==> src/rtl/bitstream_serializer.sv <==
// -----------------------------------------------------------------------------
// bitstream_serializer
//
// Expands the per-cycle bitstream bundle of entropy_encoder into a plain,
// in-order byte stream with a valid/ready handshake. Descriptors are buffered
// in a small FIFO because the encoder cannot be stalled. Frame ends are
// reported by a one-cycle pulse once the frame's last byte has left.
//
// Ports:
//   top_clk            clock, rising edge
//   top_reset          synchronous reset, active low
//   in_bit_1..5        encoder data lanes (in_bit_3 doubles as run count)
//   in_flag_bitstream  encoder lane-usage flag (4 is illegal)
//   in_flag_last       encoder end-of-frame level; its rising edge marks a frame end
//   out_byte           registered output byte
//   out_valid          out_byte is valid
//   out_ready          sink accepts out_byte when out_valid & out_ready
//   out_frame_done     one-cycle pulse after a frame is fully delivered
//   out_frame_bytes    byte count of the last completed frame
//   err_overflow       sticky: a descriptor was dropped on a full FIFO
//   err_flag           sticky: an illegal flag value was received
// -----------------------------------------------------------------------------
module bitstream_serializer #(
  parameter int BITSTREAM_WIDTH = 8,
  parameter int DESC_DEPTH      = 8,
  parameter int COUNT_WIDTH     = 32
) (
  input  logic                       top_clk,
  input  logic                       top_reset,
  input  logic [BITSTREAM_WIDTH-1:0] in_bit_1,
  input  logic [BITSTREAM_WIDTH-1:0] in_bit_2,
  input  logic [BITSTREAM_WIDTH-1:0] in_bit_3,
  input  logic [BITSTREAM_WIDTH-1:0] in_bit_4,
  input  logic [BITSTREAM_WIDTH-1:0] in_bit_5,
  input  logic [2:0]                 in_flag_bitstream,
  input  logic                       in_flag_last,
  output logic [BITSTREAM_WIDTH-1:0] out_byte,
  output logic                       out_valid,
  input  logic                       out_ready,
  output logic                       out_frame_done,
  output logic [COUNT_WIDTH-1:0]     out_frame_bytes,
  output logic                       err_overflow,
  output logic                       err_flag
);

  localparam int PTR_W = (DESC_DEPTH > 1) ? $clog2(DESC_DEPTH) : 1;
  localparam int CNT_W = PTR_W + 1;
  localparam logic [CNT_W-1:0]           FIFO_FULL = CNT_W'(DESC_DEPTH);
  localparam logic [CNT_W-1:0]           FCNT_ONE  = CNT_W'(1);
  localparam logic [PTR_W-1:0]           PTR_ONE   = PTR_W'(1);
  localparam logic [BITSTREAM_WIDTH-1:0] RUN_ONE   = BITSTREAM_WIDTH'(1);
  localparam logic [COUNT_WIDTH-1:0]     COUNT_ONE = COUNT_WIDTH'(1);

  typedef struct packed {
    logic [BITSTREAM_WIDTH-1:0] b1;
    logic [BITSTREAM_WIDTH-1:0] b2;
    logic [BITSTREAM_WIDTH-1:0] b3;
    logic [BITSTREAM_WIDTH-1:0] b4;
    logic [BITSTREAM_WIDTH-1:0] b5;
    logic [2:0]                 flag;
    logic                       last;
  } desc_t;

  typedef enum logic [2:0] {IDLE, LIT, HEAD, RUN, TAIL4, TAIL5, DONE} state_t;

  // Input capture and FIFO
  logic             last_q;
  logic             lastEdge, flagIllegal, hasBytes, pushReq, pushAccept, pop;
  logic             fifoEmpty, fifoFull;
  desc_t            pushDesc, headDesc;
  desc_t            fifoMem_q [DESC_DEPTH];
  logic [PTR_W-1:0] wrPtr_q, rdPtr_q;
  logic [CNT_W-1:0] fifoCount_q;

  // Expander
  state_t                     state_q, state_d;
  desc_t                      entry_q, entry_d;
  logic [BITSTREAM_WIDTH-1:0] runCnt_q, runCnt_d;
  logic [1:0]                 litIdx_q, litIdx_d;
  logic [BITSTREAM_WIDTH-1:0] outByte_q, outByte_d, curByte, litByte;
  logic                       outValid_q, outValid_d;
  logic                       frameDone_q, frameDone_d;
  logic [COUNT_WIDTH-1:0]     frameBytes_q, frameBytes_d;
  logic [COUNT_WIDTH-1:0]     frameCount_q, frameCount_d;
  logic                       errOverflow_q, errFlag_q;
  logic                       advance, emit, endOfEntry, takeNext;

  function automatic state_t startState(input logic [2:0] f);
    // Zero-byte entries only exist as bare frame ends.
    if (f == 3'd0)  return DONE;
    else if (f[2])  return HEAD;
    else            return LIT;
  endfunction

  // An illegal flag drops the bytes but a coincident last-edge still becomes
  // an (empty) entry so the frame end is not lost.
  always_comb begin
    lastEdge    = in_flag_last & ~last_q;
    flagIllegal = (in_flag_bitstream == 3'd4);
    hasBytes    = (in_flag_bitstream != 3'd0) && !flagIllegal;
    pushReq     = hasBytes | lastEdge;
    fifoEmpty   = (fifoCount_q == '0);
    fifoFull    = (fifoCount_q == FIFO_FULL);
    pushAccept  = pushReq & (~fifoFull | pop);
    pushDesc.b1   = in_bit_1;
    pushDesc.b2   = in_bit_2;
    pushDesc.b3   = in_bit_3;
    pushDesc.b4   = in_bit_4;
    pushDesc.b5   = in_bit_5;
    pushDesc.flag = hasBytes ? in_flag_bitstream : 3'd0;
    pushDesc.last = lastEdge;
    headDesc      = fifoMem_q[rdPtr_q];
  end

  // Descriptor storage needs no reset; the pointers define what is valid.
  always_ff @(posedge top_clk) begin
    if (top_reset && pushAccept) begin
      fifoMem_q[wrPtr_q] <= pushDesc;
    end
  end

  always_ff @(posedge top_clk) begin
    if (!top_reset) begin
      last_q        <= 1'b0;
      wrPtr_q       <= '0;
      rdPtr_q       <= '0;
      fifoCount_q   <= '0;
      errOverflow_q <= 1'b0;
      errFlag_q     <= 1'b0;
    end else begin
      last_q <= in_flag_last;
      if (pushAccept) wrPtr_q <= wrPtr_q + PTR_ONE;
      if (pop)        rdPtr_q <= rdPtr_q + PTR_ONE;
      case ({pushAccept, pop})
        2'b10:   fifoCount_q <= fifoCount_q + FCNT_ONE;
        2'b01:   fifoCount_q <= fifoCount_q - FCNT_ONE;
        default: fifoCount_q <= fifoCount_q;
      endcase
      if (pushReq && fifoFull && !pop) errOverflow_q <= 1'b1;
      if (flagIllegal)                 errFlag_q     <= 1'b1;
    end
  end

  // The state names the byte to be loaded next into the output register; a
  // load happens whenever that register is empty or being consumed, so the
  // last byte of one entry and the first of the next go out back to back.
  always_comb begin
    state_d      = state_q;
    entry_d      = entry_q;
    runCnt_d     = runCnt_q;
    litIdx_d     = litIdx_q;
    outByte_d    = outByte_q;
    outValid_d   = outValid_q & ~out_ready;
    frameDone_d  = 1'b0;
    frameBytes_d = frameBytes_q;
    frameCount_d = frameCount_q + ((outValid_q && out_ready) ? COUNT_ONE : '0);
    pop          = 1'b0;
    emit         = 1'b0;
    endOfEntry   = 1'b0;
    takeNext     = 1'b0;
    curByte      = '0;
    advance      = ~outValid_q | out_ready;

    case (litIdx_q)
      2'd0:    litByte = entry_q.b1;
      2'd1:    litByte = entry_q.b2;
      default: litByte = entry_q.b3;
    endcase

    unique case (state_q)
      IDLE: begin
        if (!fifoEmpty) takeNext = 1'b1;
      end
      LIT: begin
        curByte = litByte;
        if (advance) begin
          emit = 1'b1;
          if ({1'b0, litIdx_q} == entry_q.flag - 3'd1) endOfEntry = 1'b1;
          else                                         litIdx_d   = litIdx_q + 2'd1;
        end
      end
      HEAD: begin
        curByte = entry_q.b1;
        if (advance) begin
          emit = 1'b1;
          if (runCnt_q != '0)       state_d    = RUN;
          else if (entry_q.flag[1]) state_d    = TAIL4;
          else                      endOfEntry = 1'b1;
        end
      end
      RUN: begin
        curByte = entry_q.b2;
        if (advance) begin
          emit     = 1'b1;
          runCnt_d = runCnt_q - RUN_ONE;
          if (runCnt_q == RUN_ONE) begin
            if (entry_q.flag[1]) state_d    = TAIL4;
            else                 endOfEntry = 1'b1;
          end
        end
      end
      TAIL4: begin
        curByte = entry_q.b4;
        if (advance) begin
          emit = 1'b1;
          if (entry_q.flag[0]) state_d    = TAIL5;
          else                 endOfEntry = 1'b1;
        end
      end
      TAIL5: begin
        curByte = entry_q.b5;
        if (advance) begin
          emit       = 1'b1;
          endOfEntry = 1'b1;
        end
      end
      DONE: begin
        // Wait for the frame's last byte to leave so the count is complete.
        if (!outValid_q) begin
          frameDone_d  = 1'b1;
          frameBytes_d = frameCount_q;
          frameCount_d = '0;
          state_d      = IDLE;
        end
      end
      default: state_d = IDLE;
    endcase

    if (emit) begin
      outValid_d = 1'b1;
      outByte_d  = curByte;
    end

    if (endOfEntry) begin
      if (entry_q.last)    state_d  = DONE;
      else if (!fifoEmpty) takeNext = 1'b1;
      else                 state_d  = IDLE;
    end

    if (takeNext) begin
      pop      = 1'b1;
      entry_d  = headDesc;
      runCnt_d = headDesc.b3;
      litIdx_d = 2'd0;
      state_d  = startState(headDesc.flag);
    end
  end

  always_ff @(posedge top_clk) begin
    if (!top_reset) begin
      state_q      <= IDLE;
      entry_q      <= '0;
      runCnt_q     <= '0;
      litIdx_q     <= 2'd0;
      outByte_q    <= '0;
      outValid_q   <= 1'b0;
      frameDone_q  <= 1'b0;
      frameBytes_q <= '0;
      frameCount_q <= '0;
    end else begin
      state_q      <= state_d;
      entry_q      <= entry_d;
      runCnt_q     <= runCnt_d;
      litIdx_q     <= litIdx_d;
      outByte_q    <= outByte_d;
      outValid_q   <= outValid_d;
      frameDone_q  <= frameDone_d;
      frameBytes_q <= frameBytes_d;
      frameCount_q <= frameCount_d;
    end
  end

  assign out_byte        = outByte_q;
  assign out_valid       = outValid_q;
  assign out_frame_done  = frameDone_q;
  assign out_frame_bytes = frameBytes_q;
  assign err_overflow    = errOverflow_q;
  assign err_flag        = errFlag_q;

endmodule

==> config.mk <==
export PLATFORM = sky130hd
export DESIGN_NAME = bitstream_serializer
export DESIGN_NICKNAME = d
export VERILOG_FILES = /design/src/rtl/bitstream_serializer.sv
export SDC_FILE = /design/constraint.sdc
export NUM_CORES = 1
export LEC_CHECK = 0
export CAP_MARGIN = 20
export CORE_UTILIZATION = 30
export DETAILED_ROUTE_END_ITERATION = 8
export HOLD_SLACK_MARGIN = 0.12
export PLACE_DENSITY = 0.5
export SLEW_MARGIN = 20
export SYNTH_ARGS = -nofsm -noshare
export SYNTH_HDL_FRONTEND = slang
export SYNTH_SLANG_ARGS = --single-unit
==> constraint.sdc <==
create_clock -name top_clk -period 11.2 [get_ports top_clk]
set_input_delay 1.12 -clock top_clk [delete_from_list [all_inputs] [get_ports top_clk]]
set_output_delay 1.12 -clock top_clk [all_outputs]
set_load 0.01 [all_outputs]
==> impl_summary.txt <==
----------------------------------------------------
[Clock tree]
  CTS resizes ... 0
  Maximum clock path buffer count ... 3
  Clock tree root driver cell ... clkbuf_16
  Number of hold buffers added after cts ... 0
  Clock insertion delay at the later pin of the skew report ... 610 ps
  Clock-pin slew on the worst setup and hold paths ... 60 ps
  Number of sinks driven by the clock tree ... 499
  CTS HTree Levels ... 2
  Number of buffers created by CTS ... 53
  Setup repair bufs after CTS ... 0
  Clock tree from TritonCTS ... done

[Synthesis]
  Count of warnings emitted by yosys ... 0
  XOR/XNOR Fraction of Synth Area ... around 1.8%
  Library cells used by synthesis ... 57
  Yosys top cell area share ... 54.02%
  Mapped Avg Cell Area ... 15.27 µm²
  Top post-synthesis cells by area ... edfxtp_1 54%, dfxtp_1 15%, mux4_2 10%
  Largest family of logic cells by synthesized area ... multiplexers
  Library cell occupying the most area in the post-synthesis netlist ... edfxtp_1
  Multiplexer area fraction after synthesis ... between 10% and 20%
  Share of synthesized area occupied by flip-flops and latches ... 69.06%
  Share of synthesized cell area in full adder, half adder and majority cells ... less than 1%
  Number of cells produced by synthesis ... 1,281
  Cell area after technology mapping ... 19,570 µm²
  Count of flip-flops with a built-in enable after synthesis ... between 300 and 400
  Number of register bits inferred by synthesis ... 499
  Post-Synthesis Net Count ... 1,339
  Post-synthesis compound-gate area fraction ... 5.480%
  Simple-gate share of the synthesized area ... 7.686%
  Share of synthesized registers carrying an async set or reset ... 0%
  Most used flip-flop cell after synthesis ... edfxtp_1

[Setup path]
  Critical path start-end classification ... in2reg
  Highest net fanout along the worst path ... 26
  Crit start category ... input pin
  Critical Path Sink Type ... register
  Data arrival at the endpoint of the critical path ... roughly 4300 ps
  Worst endpoint required time ... 11,440 ps

[Die]
  Area of the die ... 66,250 µm²
  Io pins ... 91
  Number of placement rows ... 93
  Starting density of the core ... 30.35%
  Die Span X ... 257.4 µm
  Vert. Die Dim ... 257.4 µm
  Core box area ... 64,460 µm²

[Layout]
  Fillcell total ... 6,196
  Area growth syn-to-layout ... 17.66%
  Layout Nets ... 1,426
  Cell area after layout ... ~23,000 µm²
  Count of non-filler cells in the finished layout ... 2,264
  Most common cell after layout, fill and taps aside ... edfxtp_1
  Antenna diode instance count ... 0
  Top library cells by usage in the layout, fill and taps aside ... 352 x edfxtp_1, 144 x dfxtp_1, 104 x nand2_1
  Share of post-route cells with drive strength above 1 ... 15.61%

[Power and ir drop]
  Portion of total power attributed to sequential cells ... 46.3%
  Power per cell area ... 216.1 nW/µm²
  Fraction of power spent switching nets ... 29.28%
  Post-layout total power ... 4.975 mW
  Lkg Pwr ... between 7 and 8 nW
  Switching component of the power ... 1.457 mW
  Design internal power ... 3.518 mW
  Share of total power in combinational logic ... 20.6%
  Maximum VDD drop ... 189.1 µV
  Share of power burned in the clock network ... 33.2%

[STA]
  Max Transition Viols Final ... 0
  Hold slack ... 452.1 ps
  Least-Margin Pin Slew ... 1040 ps
  Headroom to the max-slew limit ... 30.41%
  Period utilisation layout ... 35.86%
  Max Clk Rate ... 249.0 MHz
  Unrepaired setup endpoints after global routing ... false
  Tmin final ... about 4000 ps
  Final setup viols ... 0
  Count of endpoints failing hold in the final timing report ... 0
  Sum of negative setup slack ... 0 ps
  Setup clock skew after layout ... 23.18 ps

[Outcome]
  Run status ... finished clean

[Global routing]
  GRT Util Overall ... 13.16%
  Maximum number of pins on one net before global-route repair ... 91
  Overall overflow remaining after global route ... 0
  Wire length of the first global-routing pass ... between 60 and 70 mm
  Initial antenna violation count ... 0
  Number of global-route vias before repair ... 10,970

[Place]
  HPWL reported at the end of detailed placement ... between 20 and 25 mm
  Dpl cells ... 2,167
  PortBufs ... 90
  Cell area reported after detailed placement ... around 21,000 µm²
  Placer Congestion ... between 0.7 and 0.8

[Drt]
  Drt first-iter violations ... 661
  Drc violations ... 0
  Total wirelength of the detailed-routed design ... 43.31 mm
  Via count ... 10,710
  Drt wl/cell ... 19.13 µm
  Length of the first detailed-routing pass in iterations ... 7
  Post-route ant nets ... 0
  Routed via count divided by cell count ... 4.732

[Flow run]
  Count of maximum capacitance violations ... 0

[Hold path]
  Hold crit path type ... reg2reg

----------------------------------------------------
## kinds of logic (layout without fill, tap and decap cells)
logic type / after synthesis / count (layout)
flops: 499 / 499
simple gates: 322 / 322
fa+ha+maj: 11 / 11
xor+xnor: 40 / 40
mux: 146 / 146
buf+inv: 91 / 219
compound gates: 172 / 172
## Yosys cell counts (3+ instances only)
master / number
nand4_1: 11
edfxtp_1: 352
nand3_1: 23
o221ai_1: 4
inv_1: 14
o21ai_0: 27
and4_1: 4
ha_1: 11
or3_1: 7
nor3b_1: 4
nand2_1: 104
and3_1: 11
nand2b_1: 8
nor3_1: 24
buf_2: 15
xor2_1: 21
buf_4: 3
a21oi_1: 76
xnor2_1: 19
and2_1: 5
a221oi_1: 4
a211oi_1: 35
clkbuf_1: 49
nor2_1: 98
buf_6: 4
mux2_2: 10
mux4_2: 89
or4_1: 4
mux2i_1: 47
o21ai_2: 5
o21a_1: 3
dfxtp_1: 147
o31ai_1: 3
buf_1: 6
nor2b_1: 7
## power by group through the flow
stage	clock [mW]	combinational [mW]	sequential, mW
6_report	1.65	1.02	2.30
5_1_grt	1.77	1.14	2.33
3_5_place_dp	0	1.02	2.36
4_1_cts	1.70	1.03	2.32
2_1_floorplan	0	0.829	2.26
3_3_place_gp	0	1.01	2.35
## metal layers
layer | global-route usage [%] | wire length (µm) | up-vias | share of wire (%)
met5 | 0 | 0 | - | 0
met4 | 4.306 | 1032 | 0 | 2.4
li1 | - | - | 5078 | -
met2 | 21.69 | 20810 | 204 | 48
met3 | 2.029 | 1552 | 68 | 3.6
met1 | 17.70 | 19910 | 5363 | 46
## critical path, cell delays in order
cell and delay (ps):
clkdlybuf4s50_1 510, nor2b_1 490, nor3_1 110, buf_4 200
or4_4 570, nor2_4 670, buf_4 560
## sequential cells by signal, summed over array words and instances, names as in the netlist, 2 cells and up, named ones only
name             count
entry_q             44
fifoCount_q          4
fifoMem_q          352
frameCount_q        32
litIdx_q             2
out_byte             8
out_frame_bytes     32
rdPtr_q              3
runCnt_q             8
state_q              3
wrPtr_q              3
## final timing paths
path | startpoint | slack, ps | to | cells past startpoint
max | in_flag_last | 7180 | fifoMem_q[4][1]$_DFFE_PP_ | 7
min | out_frame_bytes[18]$_SDFFE_PN0P_ | 450 | out_frame_bytes[18]$_SDFFE_PN0P_ | 2
max reg2reg | state_q[0]$_SDFF_PN0_ | 7310 | fifoMem_q[4][1]$_DFFE_PP_ | 8
min reg2reg | out_frame_bytes[18]$_SDFFE_PN0P_ | 450 | out_frame_bytes[18]$_SDFFE_PN0P_ | 2
## through the flow
stage	util, %	setup WS, ps
finish	35.71	7183
CTS	35.68	7108
floorplan	-	4296
global route	35.71	6966
global placement	33.18	6539
detailed placement	33.18	6469
## layout make-up
| type | count | area, µm² | share of cell area, % |
|---|---|---|---|
| flip-flops and latches | 499 | 13520 | 58.73 |
| clock buffers | 59 | 1349 | 5.859 |
| clock inverters | 37 | 264.0 | 1.147 |
| repair buffers | 109 | 1051 | 4.565 |
| multi-input cells | 691 | 5714 | 24.82 |
| inverters | 14 | 52.55 | 0.2283 |
| well taps | 855 | 1070 | 4.647 |
Power figures use the tool's default switching activity.
